## src/rtl/uart_pkg.sv

```systemverilog
// uart_pkg: baud encodings, oversample divisors and receiver state type shared by the UART blocks
package uart_pkg;
    localparam logic [1:0] BAUD48  = 2'd0;
    localparam logic [1:0] BAUD96  = 2'd1;
    localparam logic [1:0] BAUD192 = 2'd2;
    localparam logic [1:0] BAUD384 = 2'd3;
    localparam int DIV_W = 9;

    typedef enum logic [1:0] {IDLE, START, DATA, STOP} rx_state_t;

    // clk cycles per oversample tick at 36 MHz
    function automatic logic [DIV_W-1:0] os_div(input logic [1:0] baud_rate);
        return baud_rate == BAUD48  ? 9'd469 :
               baud_rate == BAUD96  ? 9'd234 :
               baud_rate == BAUD192 ? 9'd117 : 9'd59;
    endfunction
endpackage

```

## src/rtl/uart_rx_tick.sv

```systemverilog
// uart_rx_tick: oversample divider, pulses tick once every os_div(baud_rate) clocks
module uart_rx_tick
    import uart_pkg::*;
(
    input  logic       clk,
    input  logic       resetn,
    input  logic       clr,
    input  logic [1:0] baud_rate,
    output logic       tick
);
    logic [DIV_W-1:0] cnt_q, cnt_d;

    assign tick  = !clr && (cnt_q == os_div(baud_rate) - 1'b1);
    assign cnt_d = (clr || tick) ? '0 : cnt_q + 1'b1;

    always_ff @(posedge clk or negedge resetn) begin
        if (!resetn) cnt_q <= '0;
        else         cnt_q <= cnt_d;
    end
endmodule

```

## src/rtl/uart_rx.sv

```systemverilog
// uart_rx: 8N1 UART receiver with 16x oversampling, valid/ready output, framing and overrun flags
module uart_rx
    import uart_pkg::*;
#(
    parameter int DATA_BITS  = 8,
    parameter int OVERSAMPLE = 16
) (
    input  logic                 clk,
    input  logic                 resetn,
    input  logic [1:0]           baud_rate,
    input  logic                 rx,
    output logic [DATA_BITS-1:0] rx_data,
    output logic                 rx_valid,
    input  logic                 rx_ready,
    output logic                 frame_err,
    output logic                 overrun
);
    localparam int TW = $clog2(OVERSAMPLE);
    localparam int BW = $clog2(DATA_BITS + 1);
    localparam logic [TW-1:0] MID   = TW'(OVERSAMPLE / 2 - 1);
    localparam logic [TW-1:0] LAST  = TW'(OVERSAMPLE - 1);
    localparam logic [BW-1:0] BLAST = BW'(DATA_BITS - 1);

    logic                 rx_meta_q, rx_s_q, rx_prev_q;
    rx_state_t            state_q, state_d;
    logic [1:0]           baud_q, baud_d;
    logic [TW-1:0]        tcnt_q, tcnt_d;
    logic [BW-1:0]        bcnt_q, bcnt_d;
    logic [DATA_BITS-1:0] shift_q, shift_d, rx_data_q, rx_data_d;
    logic                 rx_valid_q, rx_valid_d, frame_err_q, frame_err_d, overrun_q, overrun_d;
    logic                 start_det, tick, stop_ok, stop_bad, deliver;

    assign start_det = (state_q == IDLE) && rx_prev_q && !rx_s_q;
    assign baud_d    = start_det ? baud_rate : baud_q;

    uart_rx_tick u_tick (
        .clk       (clk),
        .resetn    (resetn),
        .clr       (start_det),
        .baud_rate (baud_q),
        .tick      (tick)
    );

    always_comb begin
        state_d  = state_q;
        tcnt_d   = tcnt_q;
        bcnt_d   = bcnt_q;
        shift_d  = shift_q;
        stop_ok  = 1'b0;
        stop_bad = 1'b0;
        case (state_q)
            IDLE: if (start_det) begin
                state_d = START;
                tcnt_d  = '0;
            end
            START: if (tick) begin
                tcnt_d = tcnt_q + 1'b1;
                if (tcnt_q == MID) begin
                    state_d = rx_s_q ? IDLE : DATA;
                    tcnt_d  = '0;
                    bcnt_d  = '0;
                end
            end
            DATA: if (tick) begin
                tcnt_d = tcnt_q + 1'b1;
                if (tcnt_q == LAST) begin
                    tcnt_d  = '0;
                    shift_d = {rx_s_q, shift_q[DATA_BITS-1:1]};
                    bcnt_d  = bcnt_q + 1'b1;
                    state_d = (bcnt_q == BLAST) ? STOP : DATA;
                end
            end
            STOP: if (tick) begin
                tcnt_d = tcnt_q + 1'b1;
                if (tcnt_q == LAST) begin
                    tcnt_d   = '0;
                    state_d  = IDLE;
                    stop_ok  = rx_s_q;
                    stop_bad = !rx_s_q;
                end
            end
            default: state_d = IDLE;
        endcase
    end

    // a completed byte lands only if the holding register is free or being drained this cycle
    assign deliver     = stop_ok && (!rx_valid_q || rx_ready);
    assign rx_data_d   = deliver ? shift_q : rx_data_q;
    assign rx_valid_d  = deliver || (rx_valid_q && !rx_ready);
    assign frame_err_d = stop_bad;
    assign overrun_d   = stop_ok && !deliver;

    always_ff @(posedge clk or negedge resetn) begin
        if (!resetn) begin
            rx_meta_q   <= 1'b1;
            rx_s_q      <= 1'b1;
            rx_prev_q   <= 1'b1;
            state_q     <= IDLE;
            baud_q      <= '0;
            tcnt_q      <= '0;
            bcnt_q      <= '0;
            shift_q     <= '0;
            rx_data_q   <= '0;
            rx_valid_q  <= 1'b0;
            frame_err_q <= 1'b0;
            overrun_q   <= 1'b0;
        end else begin
            rx_meta_q   <= rx;
            rx_s_q      <= rx_meta_q;
            rx_prev_q   <= rx_s_q;
            state_q     <= state_d;
            baud_q      <= baud_d;
            tcnt_q      <= tcnt_d;
            bcnt_q      <= bcnt_d;
            shift_q     <= shift_d;
            rx_data_q   <= rx_data_d;
            rx_valid_q  <= rx_valid_d;
            frame_err_q <= frame_err_d;
            overrun_q   <= overrun_d;
        end
    end

    assign rx_data   = rx_data_q;
    assign rx_valid  = rx_valid_q;
    assign frame_err = frame_err_q;
    assign overrun   = overrun_q;
endmodule

```

## config.mk

```make
export PLATFORM = sky130hd
export DESIGN_NAME = uart_rx
export DESIGN_NICKNAME = d
export VERILOG_FILES = /design/src/rtl/uart_pkg.sv /design/src/rtl/uart_rx_tick.sv /design/src/rtl/uart_rx.sv
export SDC_FILE = /design/constraint.sdc
export NUM_CORES = 1
export LEC_CHECK = 0
export CORE_ASPECT_RATIO = 1.1
export CORE_UTILIZATION = 50
export DETAILED_ROUTE_END_ITERATION = 10
export HOLD_SLACK_MARGIN = 0.02
export PLACE_DENSITY = 0.69
export SLEW_MARGIN = 20
export SYNTH_ARGS = -nofsm -noshare
export SYNTH_HDL_FRONTEND = slang
export SYNTH_SLANG_ARGS = --single-unit
```

## constraint.sdc

```tcl
create_clock -name clk -period 4.5 [get_ports clk]
set_clock_uncertainty 0.05 [all_clocks]
set_input_delay 0.675 -clock clk [delete_from_list [all_inputs] [get_ports clk]]
set_output_delay 0.675 -clock clk [all_outputs]
set_load 0.01 [all_outputs]
```

==> results of run 1 <==
flip-flops by register name, indices dropped and copies added (netlist names), 2 cells and up, named ones only:
register	count
shift_q	8
u_tick.cnt_q	9
tcnt_q	4
baud_q	2
bcnt_q	4
rx_data	8
critical path, cell delays in order, from the launching register on:
cell and delay (ns):
dfrtp_1 0.53, mux2i_1 0.22, a22oi_1 0.10, o21a_1 0.30, nor4b_4 0.58, mux2_2 0.40
layer usage:
| metal | vias to the layer above | part of all wire |
|---|---|---|
| li1 | 675 | - |
| met1 | 679 | 0.42 |
| met2 | 25 | 0.53 |
| met3 | 9 | 0.032 |
| met4 | 0 | 0.018 |
| met5 | - | 0 |
kinds of logic (layout without fill, tap and decap cells):
kind of cell / after synthesis / count (layout) / synth area share
compound gates: 21 / 21 / 0.0824
xor+xnor: 8 / 8 / 0.0344
fa+ha+maj: 3 / 3 / 0.0184
buf+inv: 9 / 30 / 0.0246
flops: 43 / 43 / 0.530
mux: 20 / 20 / 0.109
simple gates: 73 / 73 / 0.201
per-stage QoR:
step	worst slack, ns	hold slack, ns	power (mW)	util
final	2.21	0.308	0.890	0.616
after global routing	2.03	0.315	0.943	0.616
after CTS	2.18	0.309	0.900	0.616
after detailed placement	2.16	0.298	0.650	0.591
after global placement	2.20	0.300	0.642	0.591
after floorplan	2.46	0.295	0.614	-
final timing paths:
kind / depth (start not counted) / start / slack, ns / end
worst min register to register: 0 / rx_meta_q / 0.31 / rx_s_q
min in group asynchronous: 1 / resetn / 0.47 / asynchronous set/reset pin
worst min-delay path: 0 / rx_meta_q / 0.31 / rx_s_q
max in group asynchronous: 1 / resetn / 3.34 / rx_data[6]
worst max-delay path: 5 / baud_q[1] / 2.21 / rx_data[0]
worst max register to register: 5 / baud_q[1] / 2.21 / rx_data[0]
power groups by stage:
stage	Sequential [mW]	Clock [mW]	Combinational [mW]
global placement	0.500	0	0.142
floorplan	0.477	0	0.137
finish	0.497	0.246	0.148
global route	0.507	0.267	0.169
CTS	0.495	0.255	0.150
detailed placement	0.501	0	0.150
synth_stat cells (3+ instances only):
library cell  number
xnor2_1            4
and3_1             4
inv_1              5
mux2_2            17
nor2_1            18
ha_1               3
nand2_1           18
mux2i_1            3
dfstp_2            3
nor3_1             3
xor2_1             4
nand3_1           11
a21oi_1            3
dfrtp_1           40
cell type report:
| type | instances | area, sq um |
|---|---|---|
| fillers | 301 | 1450 |
| flip-flops and latches | 43 | 1080 |
| multi-input cells | 125 | 906 |
| repair buffers | 17 | 163 |
| clock buffers | 7 | 86.3 |
| well taps | 50 | 62.6 |
| inverters | 5 | 18.8 |
| clock inverters | 1 | 5.00 |
==> run metrics, run 1 <==
Leakage 1.04 nW; die span in x 62.8 um; post-synth top area share 0.492; Gate Count Post-Synth 177; Layout Cells excl Fill 248; Final Hold Vio Count 0; vias per cell 5.60; Arr. time, crit path 2.42 ns; via count 1388; Clk pwr share 0.276; die area 4330 sq um; largest net degree at the start of global routing 44; HP Class reg -> reg; Placed Area 2230 sq um; dominant cells by area after synthesis dfrtp_1, mux2_2, dfstp_2, nand2_1, nor2_1; Seq pwr share 0.558; layout cells sized above 1 0.187; RSZ-0062 raised after global routing no; CTS Buf Count 5; Die H 68.9 um; commonest non-fill, non-tap cells in the layout dfrtp_1, nor2_1, nand2_1, mux2_2, clkdlybuf4s50_1; fin crit share 0.509; syn nets 186; Comb pwr share 0.166; CTS H-tree lvls 2; Max Transition Viols Final 0; total grt overflow 0; initial antenna violation count 0; Diodes inserted 0; gp weighted congestion 0.875; PwrDens 384 nW/um^2; cell area after synthesis 2040 sq um; critical-path maximum fanout 8; CTS sink count 43; met2 Use GR 0.371; DRC viols 0; Int Pwr 0.616 mW; number of synthesis warnings 0; Most used DFF post-synth dfrtp_1; sequential fraction of the synthesis area 0.530; 1st-pass router iterations 4; Clock transition at path regs 0.07 ns; clock latency on the worst-skew pair 0.29 ns; final layout net count 206; IO Port Bufs 16; CP startpoint kind flip-flop; Slew @ Worst Pin 0.937 ns; placed cells 240; leading area contributor after synthesis dfrtp_1; post-CTS sizing 0; Initial Util 0.540; fin area 2320 sq um; fmax 0.436 GHz; VDD IR max 0.252 mV; Top Ports 17; Initial DRC Count 63; row cnt 23; GR met3 Demand/Resource 0.0493; HPWL Detailed 2670 um; CTS tree done; GR Util met1 0.218; global-route wire length before repair 6450 um; routed len/inst 15.0 um; root buf cell clkbuf_8; GRT Util Overall 0.200; outcome finished clean; asr flop ratio synth 1.00; cts hold-fix bufs 0; #FFs+latches synth 43; Setup Crit Path Kind reg -> reg; P&R area growth vs syn 14.0%; Max-Cap Viols 0; vias in the first global route 1428; Most Crowded Layer GR met2; syn avg cell area 11.5 sq um; sw frac 0.308; Cell variety after synth 44; Core Area 3770 sq um; CTS Buffer Depth 2; Setup Viol. Count Final 0; Post-DRT Antenna Nets 0; setup TNS 0 ns; EDFF count, synth 0; Routed Wire Length 3720 um; Slew HR 0.375; net switching power 0.274 mW; WP data required 4.63 ns; post-CTS setup buffers 0; Critical Path Sink Type flip-flop; fin crit period 2.29 ns; most common cell after layout, fill and taps aside dfrtp_1
Note: power is estimated with default switching activity, not from simulation.
==> inputs of run 2 (changes only) <==
==> constraint.sdc (replaced) <==
create_clock -name clk -period 2.3 [get_ports clk]
set_clock_uncertainty 0.05 [all_clocks]
set_input_delay 0.345 -clock clk [delete_from_list [all_inputs] [get_ports clk]]
set_output_delay 0.345 -clock clk [all_outputs]
set_load 0.01 [all_outputs]
==> run metrics, run 2 (synthesis gave the netlist of run 1 again) <==
outcome finished clean; CTS tree done; max FFs per register 9; Arr. time, crit path 2.28 ns; Buf/Inv on CP 0; GRT Util Overall 0.194; Slew HR 0.564; Initial DRC Count 100; global-route wire length before repair 6330 um; reg-to-reg startpoint baud_q[1]; fmax 0.465 GHz; Setup Viol. Count Final 0; fin crit share 0.935; die span in x 62.8 um; Max-Cap Viols 0; Die H 68.9 um; Top Ports 17; WP data required 2.42 ns; Max Transition Viols Final 0; HPWL Detailed 2720 um; Leakage 1.08 nW; die area 4330 sq um; root buf cell clkbuf_8; CTS Buffer Depth 2; worst hold path startpoint rx_meta_q; CTS Buf Count 5; row cnt 23; Fillers 299; Placed Area 2260 sq um; Routed Wire Length 3780 um; largest reg by FF count u_tick.cnt_q; initial antenna violation count 0; Post-DRT Antenna Nets 0; final layout net count 211; fin crit period 2.15 ns; kind of cell adding the most delay to the critical path compound AO/OA/AOI/OAI gates; Core Area 3770 sq um; CP cell instances mux2i_1 > a22oi_1 > o21ai_1 > o2111ai_1 > mux2_2; Critical Path Sink Type flip-flop; placed cells 244; total grt overflow 0; Storage cell area 1080 sq um; crit path from baud_q[1]; fin area 2380 sq um; Final Hold Vio Count 0; Slew @ Worst Pin 0.650 ns; Clock transition at path regs 0.07 ns; critical-path maximum fanout 10; Setup Crit Path Kind reg -> reg; Max stage delay on crit path 0.55 ns; vias per cell 5.58; largest net degree at the start of global routing 25; clock latency on the worst-skew pair 0.29 ns; P&R area growth vs syn 17.0%; commonest non-fill, non-tap cells in the layout dfrtp_1, nor2_1, nand2_1, mux2_2, clkdlybuf4s50_1; CP startpoint kind flip-flop; Diodes inserted 0; flop-to-flop setup slack 0.15 ns; CP max-delay cell o21ai_1; Layout Cells excl Fill 253; CTS sink count 43; Initial Util 0.540; layout cells sized above 1 0.207; DRC viols 0; Multi-input gate area 906 sq um; gp weighted congestion 0.916; post-CTS sizing 0; IO Port Bufs 16; VDD IR max 0.501 mV; PwrDens 771 nW/um^2; via count 1413; CTS H-tree lvls 2; RSZ-0062 raised after global routing no; most common cell after layout, fill and taps aside dfrtp_1; HP Class reg -> reg; vias in the first global route 1411; routed len/inst 14.9 um; 1st-pass router iterations 4; setup TNS 0 ns
==> run 2: final cells by class <==
class                           count  area share
Sequential cell                    43       0.453
Multi-Input combinational cell    125       0.380
Timing Repair Buffer               22      0.0851
Clock buffer                        5      0.0289
Tap cell                           50      0.0263
Clock inverter                      3      0.0184
Inverter                            5     0.00788
==> run 2: power breakdown <==
| group | internal [mW] | switching, mW |
|---|---|---|
| clock network | 0.323 | 0.248 |
| logic | 0.135 | 0.160 |
| registers | 0.833 | 0.137 |
==> run 2: repair_timing <==
action                                 in CTS  in global routing
hold buffers                                1                  0
buffers inserted                            0                  0
endpoints found under the hold margin      16                  0
==> run 2: worst paths after layout <==
path	end	depth (start not counted)
setup / recovery	bcnt_q[0]	5
hold / removal	rx_s_q	0
setup reg to reg	bcnt_q[0]	5
hold reg to reg	rx_s_q	0
max in group asynchronous	baud_q[1]	3
min in group asynchronous	shift_q[4]	2
==> run 2: through the flow <==
step                      setup WS (ns)  hold slack (ns)  power [mW]  utilization
after floorplan                   0.260        -0.000591        1.20            -
after global placement            0.261            0.248        1.25        0.599
after detailed placement          0.166            0.253        1.28        0.599
after CTS                         0.161            0.315        1.86        0.632
after global routing             0.0406            0.320        1.94        0.632
final                             0.149            0.312        1.84        0.632
==> run 2: per-layer routing <==
metal / up-vias / GRT usage / routed length (um)
met5: - / 0 / 0
met2: 34 / 0.341 / 1920
met3: 4 / 0.0395 / 131
li1: 686 / - / -
met4: 0 / 0.0988 / 36
met1: 689 / 0.229 / 1700
==> inputs of run 3 (changes only) <==
==> constraint.sdc (replaced) <==
create_clock -name clk -period 2.69 [get_ports clk]
set_clock_uncertainty 0.05 [all_clocks]
set_input_delay 0.4035 -clock clk [delete_from_list [all_inputs] [get_ports clk]]
set_output_delay 0.4035 -clock clk [all_outputs]
set_load 0.01 [all_outputs]
==> run metrics, run 3 (synthesis gave the netlist of run 1 again) <==
fmax 0.444 GHz; Setup Crit Path Kind reg -> reg; Final Worst Setup Slack 0.440 ns; DP Worst Slack 0.427 ns; gp weighted congestion 0.838; fin crit period 2.25 ns; CP startpoint kind flip-flop; WP data required 2.81 ns; CTS Buffer Depth 2; GRT Util Overall 0.187; IO Port Bufs 16; vias per cell 5.59; Diodes inserted 0; Fillers 312; Core Area 3770 sq um; GR Util met1 0.226; largest net degree at the start of global routing 44; largest reg by FF count u_tick.cnt_q; Most Crowded Layer GR met2; most common cell after layout, fill and taps aside dfrtp_1; cts hold-fix bufs 0; met2 Use GR 0.329; RSZ-0062 raised after global routing no; Clock transition at path regs 0.08 ns; commonest non-fill, non-tap cells in the layout dfrtp_1, nor2_1, nand2_1, mux2_2, clkdlybuf4s50_1; CTS H-tree lvls 2; die span in x 62.8 um; Leakage 1.06 nW; max FFs per register 9; Critical Path Sink Type flip-flop; Die H 68.9 um; Initial Util 0.540; die area 4330 sq um; clock latency on the worst-skew pair 0.29 ns; critical-path maximum fanout 8; FF-to-FF path depth 5; post-CTS setup buffers 0; Slew @ Worst Pin 0.920 ns; routed len/inst 14.7 um; Top Ports 17; Layout Cells excl Fill 249; Max stage delay on crit path 0.57 ns; Max Transition Viols Final 0; GR met3 Demand/Resource 0.0510; via count 1392; row cnt 23; outcome finished clean; vias in the first global route 1367; Post-DRT Antenna Nets 0; R2R Path End rx_data[6]; P&R area growth vs syn 15.7%; 1st-pass router iterations 4; PwrDens 674 nW/um^2; final layout net count 207; crit path from baud_q[1]; Max-Cap Viols 0; Initial DRC Count 65; root buf cell clkbuf_8; Final Hold Vio Count 0; CTS tree done; flop-to-flop setup slack 0.44 ns; DRC viols 0; total grt overflow 0; global-route wire length before repair 6170 um; HP Class in -> async; fin area 2350 sq um; layout cells sized above 1 0.196; CP cell instances mux2i_1 > a22oi_1 > o21a_1 > nor4b_4 > mux2_2; Setup Viol. Count Final 0; CTS sink count 43; Routed Wire Length 3650 um; VDD IR max 0.461 mV; Arr. time, crit path 2.37 ns; CTS Buf Count 5; post-CTS sizing 0; reg-to-reg startpoint baud_q[1]; Placed Area 2240 sq um; HPWL Detailed 2580 um; initial antenna violation count 0; CP max-delay cell nor4b_4; placed cells 241; Slew HR 0.387; fin crit share 0.836; Layout Utilization 0.625; setup TNS 0 ns
-- run 3: cell types whose count changed in the layout (fill, tap and decap cells not counted), sizes merged --
cell         previous run  this run
buf                     6         3
clkbuf                  5         6
clkinv                  2         1
dlygate4sd3             1         0
-- run 3: stage by stage --
stage               hold WS [ns]  power [mW]
CTS                        0.232        1.61
global route               0.284        1.68
finish                     0.188        1.59
global placement           0.297        1.08
floorplan                 0.0579        1.03
detailed placement         0.299        1.09
-- run 3: layer usage --
metal	wire (um)	share of wire	up-vias
met5	0	0	-
met4	18	0.0049	0
met3	144	0.039	2
met2	1820	0.50	36
met1	1670	0.46	682
li1	-	-	672
-- run 3: how the worst max path moves through the flow --
stage	endpoint	slack (ns)	cells past startpoint
after floorplan	rx_data[0]	0.65	7
after CTS	rx_data[6]	0.42	5
after global routing	rx_data[6]	0.30	5
final	rx_data[6]	0.44	5
after global placement	rx_data[3]	0.49	5
after detailed placement	rx_data[6]	0.43	5
-- run 3: power breakdown --
part           internal (mW)  switching [mW]  leakage [nW]
clock network          0.300           0.210        0.0612
registers              0.712           0.112         0.573
logic                  0.115           0.138         0.426
-- run 3: critical path: cells and delay by family (launching register included) --
kind	cells	cell delay, ns
muxes	2	0.63
AOI/OAI and AO/OA	2	0.39
DFF	1	0.50
and+or+nand+nor	1	0.57
-- run 3: cell type report --
class	instances	area, sq um	share of cell area
well taps	50	62.6	0.0266
inverters	5	18.8	0.00797
flip-flops and latches	43	1080	0.459
clock buffers	6	82.6	0.0351
repair buffers	18	170	0.0723
multi-input cells	125	906	0.385
clock inverters	2	35.0	0.0149
